$ cat config.mk
export PLATFORM = sky130hd
export DESIGN_NAME = pc_update_unit
export DESIGN_NICKNAME = d
export VERILOG_FILES = /design/src/rtl/pc_update_unit_pkg.sv /design/src/rtl/pc_target_mux.sv /design/src/rtl/pc_update_unit.sv
export SDC_FILE = /design/constraint.sdc
export NUM_CORES = 1
export LEC_CHECK = 0
export CELL_PAD_IN_SITES_DETAIL_PLACEMENT = 1
export CELL_PAD_IN_SITES_GLOBAL_PLACEMENT = 1
export CORE_AREA = 3 3 125 127
export DETAILED_ROUTE_END_ITERATION = 6
export DIE_AREA = 0 0 128 130
export PLACE_DENSITY = 0.88
export SETUP_SLACK_MARGIN = 0.4
export SKIP_CTS_REPAIR_TIMING = 1
export SYNTH_ARGS = -nofsm -noshare
export SYNTH_HDL_FRONTEND = slang
export SYNTH_SLANG_ARGS = --single-unit
$ cat constraint.sdc
create_clock -name clk -period 5.05 [get_ports clk]
set_clock_uncertainty 0.2 [all_clocks]
set_input_delay 0.7575 -clock clk [delete_from_list [all_inputs] [get_ports clk]]
set_output_delay 0.7575 -clock clk [all_outputs]
set_load 0.02 [all_outputs]
$ cat src/rtl/pc_update_unit_pkg.sv
// Shared definitions for the PC update stage: FSM state encoding and
// address-arithmetic constants.
package pc_update_unit_pkg;

  typedef enum logic [1:0] {
    RUN   = 2'b00,
    HALT  = 2'b01,
    FAULT = 2'b10
  } pc_state_e;

  localparam int unsigned PC_INCREMENT    = 4;
  // Lowest PC bit kept from PC+4 when forming a J-type target.
  localparam int unsigned JUMP_REGION_LSB = 28;

endpackage

$ cat src/rtl/pc_target_mux.sv
// Next-PC target generation and priority select (JR > J > branch > PC+4).
// Purely combinational.
module pc_target_mux
  import pc_update_unit_pkg::*;
#(
  parameter int unsigned PC_WIDTH = 32
) (
  input  logic [PC_WIDTH-1:0] pc,
  input  logic                branch_taken,
  input  logic [PC_WIDTH-1:0] branch_offset,
  input  logic                jump,
  input  logic [25:0]         jump_index,
  input  logic                jump_reg,
  input  logic [PC_WIDTH-1:0] reg_target,
  output logic [PC_WIDTH-1:0] pc_plus4,
  output logic [PC_WIDTH-1:0] next_pc,
  output logic                misalign
);

  logic [PC_WIDTH-1:0] br_target;
  logic [PC_WIDTH-1:0] j_target;

  assign pc_plus4  = pc + PC_WIDTH'(PC_INCREMENT);
  assign br_target = pc_plus4 + branch_offset;
  assign misalign  = |reg_target[1:0];

  if (PC_WIDTH > JUMP_REGION_LSB) begin : g_region
    assign j_target = {pc_plus4[PC_WIDTH-1:JUMP_REGION_LSB], jump_index, 2'b00};
  end else begin : g_flat
    assign j_target = {jump_index, 2'b00};
  end

  always_comb begin
    next_pc = pc_plus4;
    if (jump_reg)          next_pc = reg_target;
    else if (jump)         next_pc = j_target;
    else if (branch_taken) next_pc = br_target;
  end

endmodule

$ cat src/rtl/pc_update_unit.sv
// Program-counter stage: PC register plus RUN/HALT/FAULT control.
// A misaligned JR freezes the PC at the offending instruction until reset.
module pc_update_unit
  import pc_update_unit_pkg::*;
#(
  parameter int unsigned          PC_WIDTH     = 32,
  parameter logic [PC_WIDTH-1:0]  RESET_VECTOR = '0
) (
  input  logic                clk,
  input  logic                rst,
  input  logic                Stall,
  input  logic                Branch_Taken,
  input  logic [PC_WIDTH-1:0] Branch_Offset,
  input  logic                Jump,
  input  logic [25:0]         Jump_Index,
  input  logic                Jump_Reg,
  input  logic [PC_WIDTH-1:0] Reg_Target,
  input  logic                Halt,
  input  logic                Resume,
  output logic [PC_WIDTH-1:0] PC,
  output logic [PC_WIDTH-1:0] PC_Plus4,
  output logic                Halted,
  output logic                Misaligned
);

  if (PC_WIDTH < 28) begin : g_bad_width
    $error("pc_update_unit: PC_WIDTH must be at least 28");
  end
  if (RESET_VECTOR[1:0] != 2'b00) begin : g_bad_vector
    $error("pc_update_unit: RESET_VECTOR must be 4-byte aligned");
  end

  pc_state_e           state_q;
  logic [PC_WIDTH-1:0] pc_q;
  logic [PC_WIDTH-1:0] next_pc;
  logic                misalign;

  pc_target_mux #(
    .PC_WIDTH(PC_WIDTH)
  ) u_target_mux (
    .pc           (pc_q),
    .branch_taken (Branch_Taken),
    .branch_offset(Branch_Offset),
    .jump         (Jump),
    .jump_index   (Jump_Index),
    .jump_reg     (Jump_Reg),
    .reg_target   (Reg_Target),
    .pc_plus4     (PC_Plus4),
    .next_pc      (next_pc),
    .misalign     (misalign)
  );

  always_ff @(posedge clk) begin
    if (!rst) begin
      pc_q       <= RESET_VECTOR;
      state_q    <= RUN;
      Halted     <= 1'b0;
      Misaligned <= 1'b0;
    end else begin
      case (state_q)
        RUN: begin
          if (Stall) begin
            // hold everything
          end else if (Halt) begin
            state_q <= HALT;
            Halted  <= 1'b1;
          end else if (Jump_Reg && misalign) begin
            state_q    <= FAULT;
            Misaligned <= 1'b1;
          end else begin
            pc_q <= next_pc;
          end
        end
        HALT: begin
          if (Resume) begin
            pc_q    <= PC_Plus4;
            state_q <= RUN;
            Halted  <= 1'b0;
          end
        end
        FAULT: begin
          // only reset leaves FAULT
        end
        default: begin
          state_q    <= RUN;
          Halted     <= 1'b0;
          Misaligned <= 1'b0;
        end
      endcase
    end
  end

  assign PC = pc_q;

endmodule

==> results.tsv <==
metric	value	unit
layout.cells.non_filler	999	
drive_gt1_share	5.399	%
finalSetupViolCount	0	
cap_violations	0	
synth.ff_latch_count	36	
ctsLongestPathBuffers	2	
detail_route.iter0.violations	561	
num-nets-final	955	
drtAntennaViolNets	0	
dieArea	16640	sq um
async_flop_share	0	%
reg2reg_depth	16	
outcome	finished, final reports clean	
synth_enable_flop_cells	0	
yosysWarnings	0	
antenna_found_initial	0	
diodes	0	
grt_start_max_net_pins	40	
cp.required	5030	ps
ir_drop	0.0001136	V
place_inst	989	
wl	22.56	mm
netlist_instances	662	
cts.htree.levels	2	
crit_arrival	4320	ps
fin_crit	4343	ps
synth_top_area_share	15.07	%
core	14530	sq um
synth.area.top_cells	dfxtp_1, ha_1, a21oi_1, xnor2_1, o21ai_0	
die_width	128	um
cts.sinks	36	
routedWlPerCell	22.59	um
ios	164	
period_share	86.00	%
io_buffers	163	
endpoint_kind	flop	
utilization	46.78	%
syn_to_final_growth	42.18	%
crit_path_end	PC[30]	
grt_pass1_vias	6106	
crit-reg2reg-launch	PC[2]	
drtPass1Iterations	5	
numCtsBuffers	5	
critPathLaunch	PC[2]	
yosys-mux-area-fraction	1.099	%
route.vias.total	6052	
fin_ws	707.2	ps
grt_first_pass_wirelength	34.35	mm
synth_xor_area_share	10.47	%
final-hold-violation-count	0	
max_slew_margin	28.41	%
syn_avg_cell_area	7.224	sq um
synth_top_family_by_area	compound AO/OA/AOI/OAI gates	
hold_path_class	reg2reg	
cp_max_fo	8	
power.density	295.0	nW/um^2
synthSimpleGateAreaFrac	22.74	%
num_rows	44	
die_height	130	um
worst-r2r-setup-slack	710	ps
cts_tree	done	
worstMarginPinSlew	1072	ps
rsz0062_at_grt	no	
synth_compound_area_share	34.43	%
cts_root_buffer	clkbuf_16	
place.gp.congestion	1.011	
tns	0	ps
synth_top_area_cell	dfxtp_1	
synth_area	4782	sq um
grt-ovfl-total	0	
ys.flop_type	dfxtp_1	
via_per_inst	6.058	
yosysUniqueCellTypes	79	
synthAdderAreaFrac	11.41	%
max_freq	0.2303	GHz
drv_slew	0	
start_util	32.90	%
clk_latency	290	ps
grtUsageTotal	26.09	%
drc	0	
clk_pin_slew	70	ps
worstSetupPathType	reg2reg	
preCtsSetupSlack	581.3	ps
rr_endpoint	PC[30]	
synth_nets	803	
dp_hpwl	17.07	mm
seq_area_frac_synth	15.07	%
p_leak	2.671	nW
cp-start-kind	flop	
power	2.006	mW
metrics by stage:
step	area [sq um]	hold WS [ps]
final	6799	314.3
after global routing	6799	363.0
after CTS	6766	321.1
after detailed placement	6618	306.3
after global placement	6618	288.9
after floorplan	4782	281.7
critical path, cell delays in order, from the launching register on:
cell	delay [ps]
dfxtp_1	440
ha_1	300
nand4_1	250
nor3_4	280
buf_12	160
buf_4	150
nand3_1	100
xnor2_1	180
ha_1	400
nand4_1	150
nor4_1	290
a22oi_1	180
a211oi_1	500
a211oi_2	210
mux2i_1	160
o221ai_1	160
o21ai_0	110
area by class of cell:
cell class / instances / area (sq um)
inverters: 19 / 71.32
multi-input cells: 570 / 3841
well taps: 184 / 230.2
clock buffers: 6 / 138.9
clock inverters: 2 / 10.01
repair buffers: 182 / 1787
flip-flops and latches: 36 / 720.7
fillers: 1817 / 7735
flip-flops by register name, indices dropped and copies added (netlist names):
register,cells
Misaligned,1
Halted,1
PC,32
state_q,2
placed cells by master (no fill, tap or decap), drive strengths merged, types with 7 or more instances in the layout:
master,count
inv,16
dfxtp,36
o221ai,8
nand3,26
nor2b,7
a221oi,10
a211oi,11
a31oi,10
nor3,19
ha,42
xor2,19
clkdlybuf4s50,163
a22oi,7
xnor2,36
o211ai,13
o21ai,61
nor2,55
nand2,58
nand4,11
a21o,8
buf,19
a21oi,66
routing by layer:
metal | share of wire [%] | vias up | GRT usage [%]
met1 | 42 | 2938 | 34.37
met4 | 1.7 | 0 | 6.679
met3 | 8.0 | 28 | 4.052
met2 | 48 | 288 | 44.70
li1 | - | 2798 | -
met5 | 0 | - | 0
cells in the mapped netlist (all sizes together) (5+ instances only):
library cell,instances
a31oi,10
nor4,5
xor2,19
buf,9
a22oi,7
clkbuf,28
a21o,8
nand2,58
and4,6
a211o,5
ha,42
a221oi,10
nand3,26
o21a,6
a21oi,66
dfxtp,36
o21ai,61
o211ai,13
inv,16
nor2,55
xnor2,36
nor3,19
o22ai,6
a211oi,11
nand4,11
nand2b,6
nor2b,7
o221ai,8
worst min path at each step:
stage / startpoint / endpoint / slack, ps / depth (start not counted)
after detailed placement: Misaligned / Misaligned / 310 / 2
final: Misaligned / Misaligned / 310 / 2
after CTS: Misaligned / Misaligned / 320 / 2
after floorplan: state_q[0] / state_q[0] / 280 / 2
after global routing: Halted / Halted / 360 / 2
after global placement: Misaligned / Misaligned / 290 / 2
logic make-up (layout without fill, tap and decap cells):
kind of cell,count (synthesis),in the layout
adder cells (fa/ha/maj),43,43
buffers and inverters,56,209
AO/OA/AOI/OAI,251,251
AND/OR/NAND/NOR,216,216
flip-flops,36,36
multiplexers,5,5
XOR/XNOR,55,55
power breakdown:
group | switching [mW] | leakage (nW) | total (mW) | internal (mW)
combinational | 0.723 | 2.30 | 1.25 | 0.530
sequential | 0.0727 | 0.294 | 0.404 | 0.332
clock | 0.153 | 0.0766 | 0.348 | 0.196
total | 0.948 | 2.67 | 2.01 | 1.06
No activity file was read; power rests on OpenSTA's default activity.
==> variant (same settings) <==
Register the input `Reg_Target` before use. The logic sees it one clock later. The other inputs are not delayed to match.
--- a/src/rtl/pc_update_unit.sv
+++ b/src/rtl/pc_update_unit.sv
@@ -25,2 +25,8 @@
 
+  logic [PC_WIDTH-1:0] Reg_Target_q;
+
+  always_ff @(posedge clk) begin
+    Reg_Target_q <= Reg_Target;
+  end
+
   if (PC_WIDTH < 28) begin : g_bad_width
@@ -46,3 +52,3 @@
     .jump_reg     (Jump_Reg),
-    .reg_target   (Reg_Target),
+    .reg_target   (Reg_Target_q),
     .pc_plus4     (PC_Plus4),
Function: changed (Yosys sat finds a counterexample within 4 cycles, from zero or initial values and one cycle with rst low).
==> variant against the original RTL <==
Critical path depth fell by 4; final area increased by 11%; sequential power increased by 74%; setup slack better by 4.8 ps; global-route usage up 1.8 points; total power grew 40%; synthesized area rose by 13%; wire length rose by 3.5%; critical path type unchanged; sequential cell count grew 32; combinational power is 12% higher; die area stayed put; via count grew 2.8%.
==> variant: results (changes against the original RTL) <==
Main synth FF type=dfxtp_1; initial drt markers=388 (-31%); Num CTS Buffers=9 (+4); Syn. warnings=0 (unchanged); post-synthesis sequential area ratio=25.2% (+10 points); Reg2Reg Setup Slack=710 ps; IR drop worst, VDD=199 uV (+75%); worst rel slew slack=34.4% (+5.9 points); status=finished, final reports clean; hold path startpoint=Reg_Target_q[10]; share of layout cells above drive strength 1=5.17% (-0.23 points); drt first pass iters=5 (unchanged); routability cong.=0.922 (-8.8%); Hold WC Path Type=flop to flop; Hold Crit Endpoint=PC[10]; asr flop ratio synth=0% (unchanged); Syn Nets=838 (+4.4%); Routed wire per std cell=22.6 um (-0.14%); DR vias=6221 (+2.8%); clock buffer depth=2 (unchanged); htree depth=3 (+1); most common library cells after synthesis=nand2_1 (74), dfxtp_1 (68), a21oi_1 (58), o21ai_0 (58), nor2_1 (49); GRT Util Overall=27.8% (+1.8 points); crit-path leading delay family=simple AND/OR/NAND/NOR gates; latest clock arrival within the worst-skew pair=350 ps (+60 ps); M3 GR Usage=5.03% (+0.98 points); reg2reg end=PC[31]; Worst Hold Path Cells=2 (unchanged); Critical R2R Launch=PC[12]; clk root buf=clkbuf_16; HPWL Detailed=17600 um (+3.0%); Inserted Diodes=0 (unchanged); slowest cell on the critical path=dfxtp_1; # setup viols final=0 (unchanged); CTS clk-pin slew, worst paths=roughly 60 ps; met2 usage=46.6% (+1.9 points); GR Layer Usage met1=35.6% (+1.3 points); Layout Nets=988 (+3.5%); Reg2Reg Depth=12 (-4); top cells by area, synth=dfxtp_1 (25%), ha_1 (9.7%), a21oi_1 (5.4%); first-pass GRT wire length=36200 um (+5.5%); fin. max-slew vios=0 (unchanged); number of global-route vias before repair=6527 (+6.9%); largest net degree at the start of global routing=38 (-5.0%); Leak=0.00307 uW (+15%); Synth cell types=70 (-11%); Buffers on Ports=163 (unchanged); antenna violations before repair=0 (unchanged); crit-path max cell delay=540 ps (+40 ps); Crit Path Max Fanout=9 (+1)
variant: changes by cell type after synthesis, moves of 7 or more:
cell	unedited run	this run
a21oi_1	66	58
dfxtp_1	36	68
inv_1	15	24
nand2_1	57	74
nand3_1	26	17
o21ai_1	9	2
xnor2_1	36	29
variant: worst max-delay path by stage:
stage          startpoint           end  slack (ps)  cells past startpoint
3_5_place_dp        PC[4]        PC[31]         730                     14
5_1_grt            PC[12]        PC[30]         460                     13
2_1_floorplan       PC[4]        PC[31]         910                     13
6_report           PC[12]        PC[31]         710                     12
3_3_place_gp        PC[4]        PC[31]         900                     14
4_1_cts            PC[12]  PC_Plus4[31]         620                      6
variant: power breakdown:
group / leakage (uW) / internal (uW) / switching [uW]
sequential: 0.000563 / 607 / 94.5
clock: 0.000156 / 444 / 264
combinational: 0.00235 / 583 / 820
variant: final cells by class:
cell class	instances	area (um^2)
fillers	1757	7000
multi-input cells	564	3780
repair buffers	178	1740
flip-flops and latches	68	1360
clock buffers	11	243
well taps	184	230
inverters	26	97.6
clock inverters	4	73.8
variant: routing by layer:
metal	up-vias	routed length [um]
met5	-	0
met4	0	813
met3	56	1520
met2	257	10900
met1	3024	10100
li1	2884	-
variant: cells by family after synthesis:
kind of cell    count (synthesis)  share of synthesized area [%]
compound gates                251                           31.0
xor+xnor                       54                           8.91
fa+ha+maj                      43                           10.1
buf+inv                        65                           4.83
flops                          68                           25.2
mux                             6                           1.14
simple gates                  210                           18.8
variant: worst reg2reg max path, cell delays in order (launching register included):
cell and delay (ps):
dfxtp_1 540, and4_1 350, nand4_1 310, or2_2 450, xnor2_1 200, ha_1 380, nand2_1 100, or3_1 380
o311a_1 470, o31a_1 340, xnor2_2 160, and3_1 210, o31ai_2 170
variant: per-stage QoR:
step | setup slack [ps] | cell area (um^2) | power [uW] | cells | hold WS [ps]
after floorplan | 910 | 5390 | 1520 | 697 | 246
after global placement | 896 | 7200 | 2060 | 1020 | 274
after detailed placement | 730 | 7200 | 2080 | 1020 | 275
after CTS | 619 | 7520 | 2810 | 1035 | 291
after global routing | 459 | 7530 | 2960 | 1035 | 307
final | 712 | 7530 | 2810 | 1035 | 285
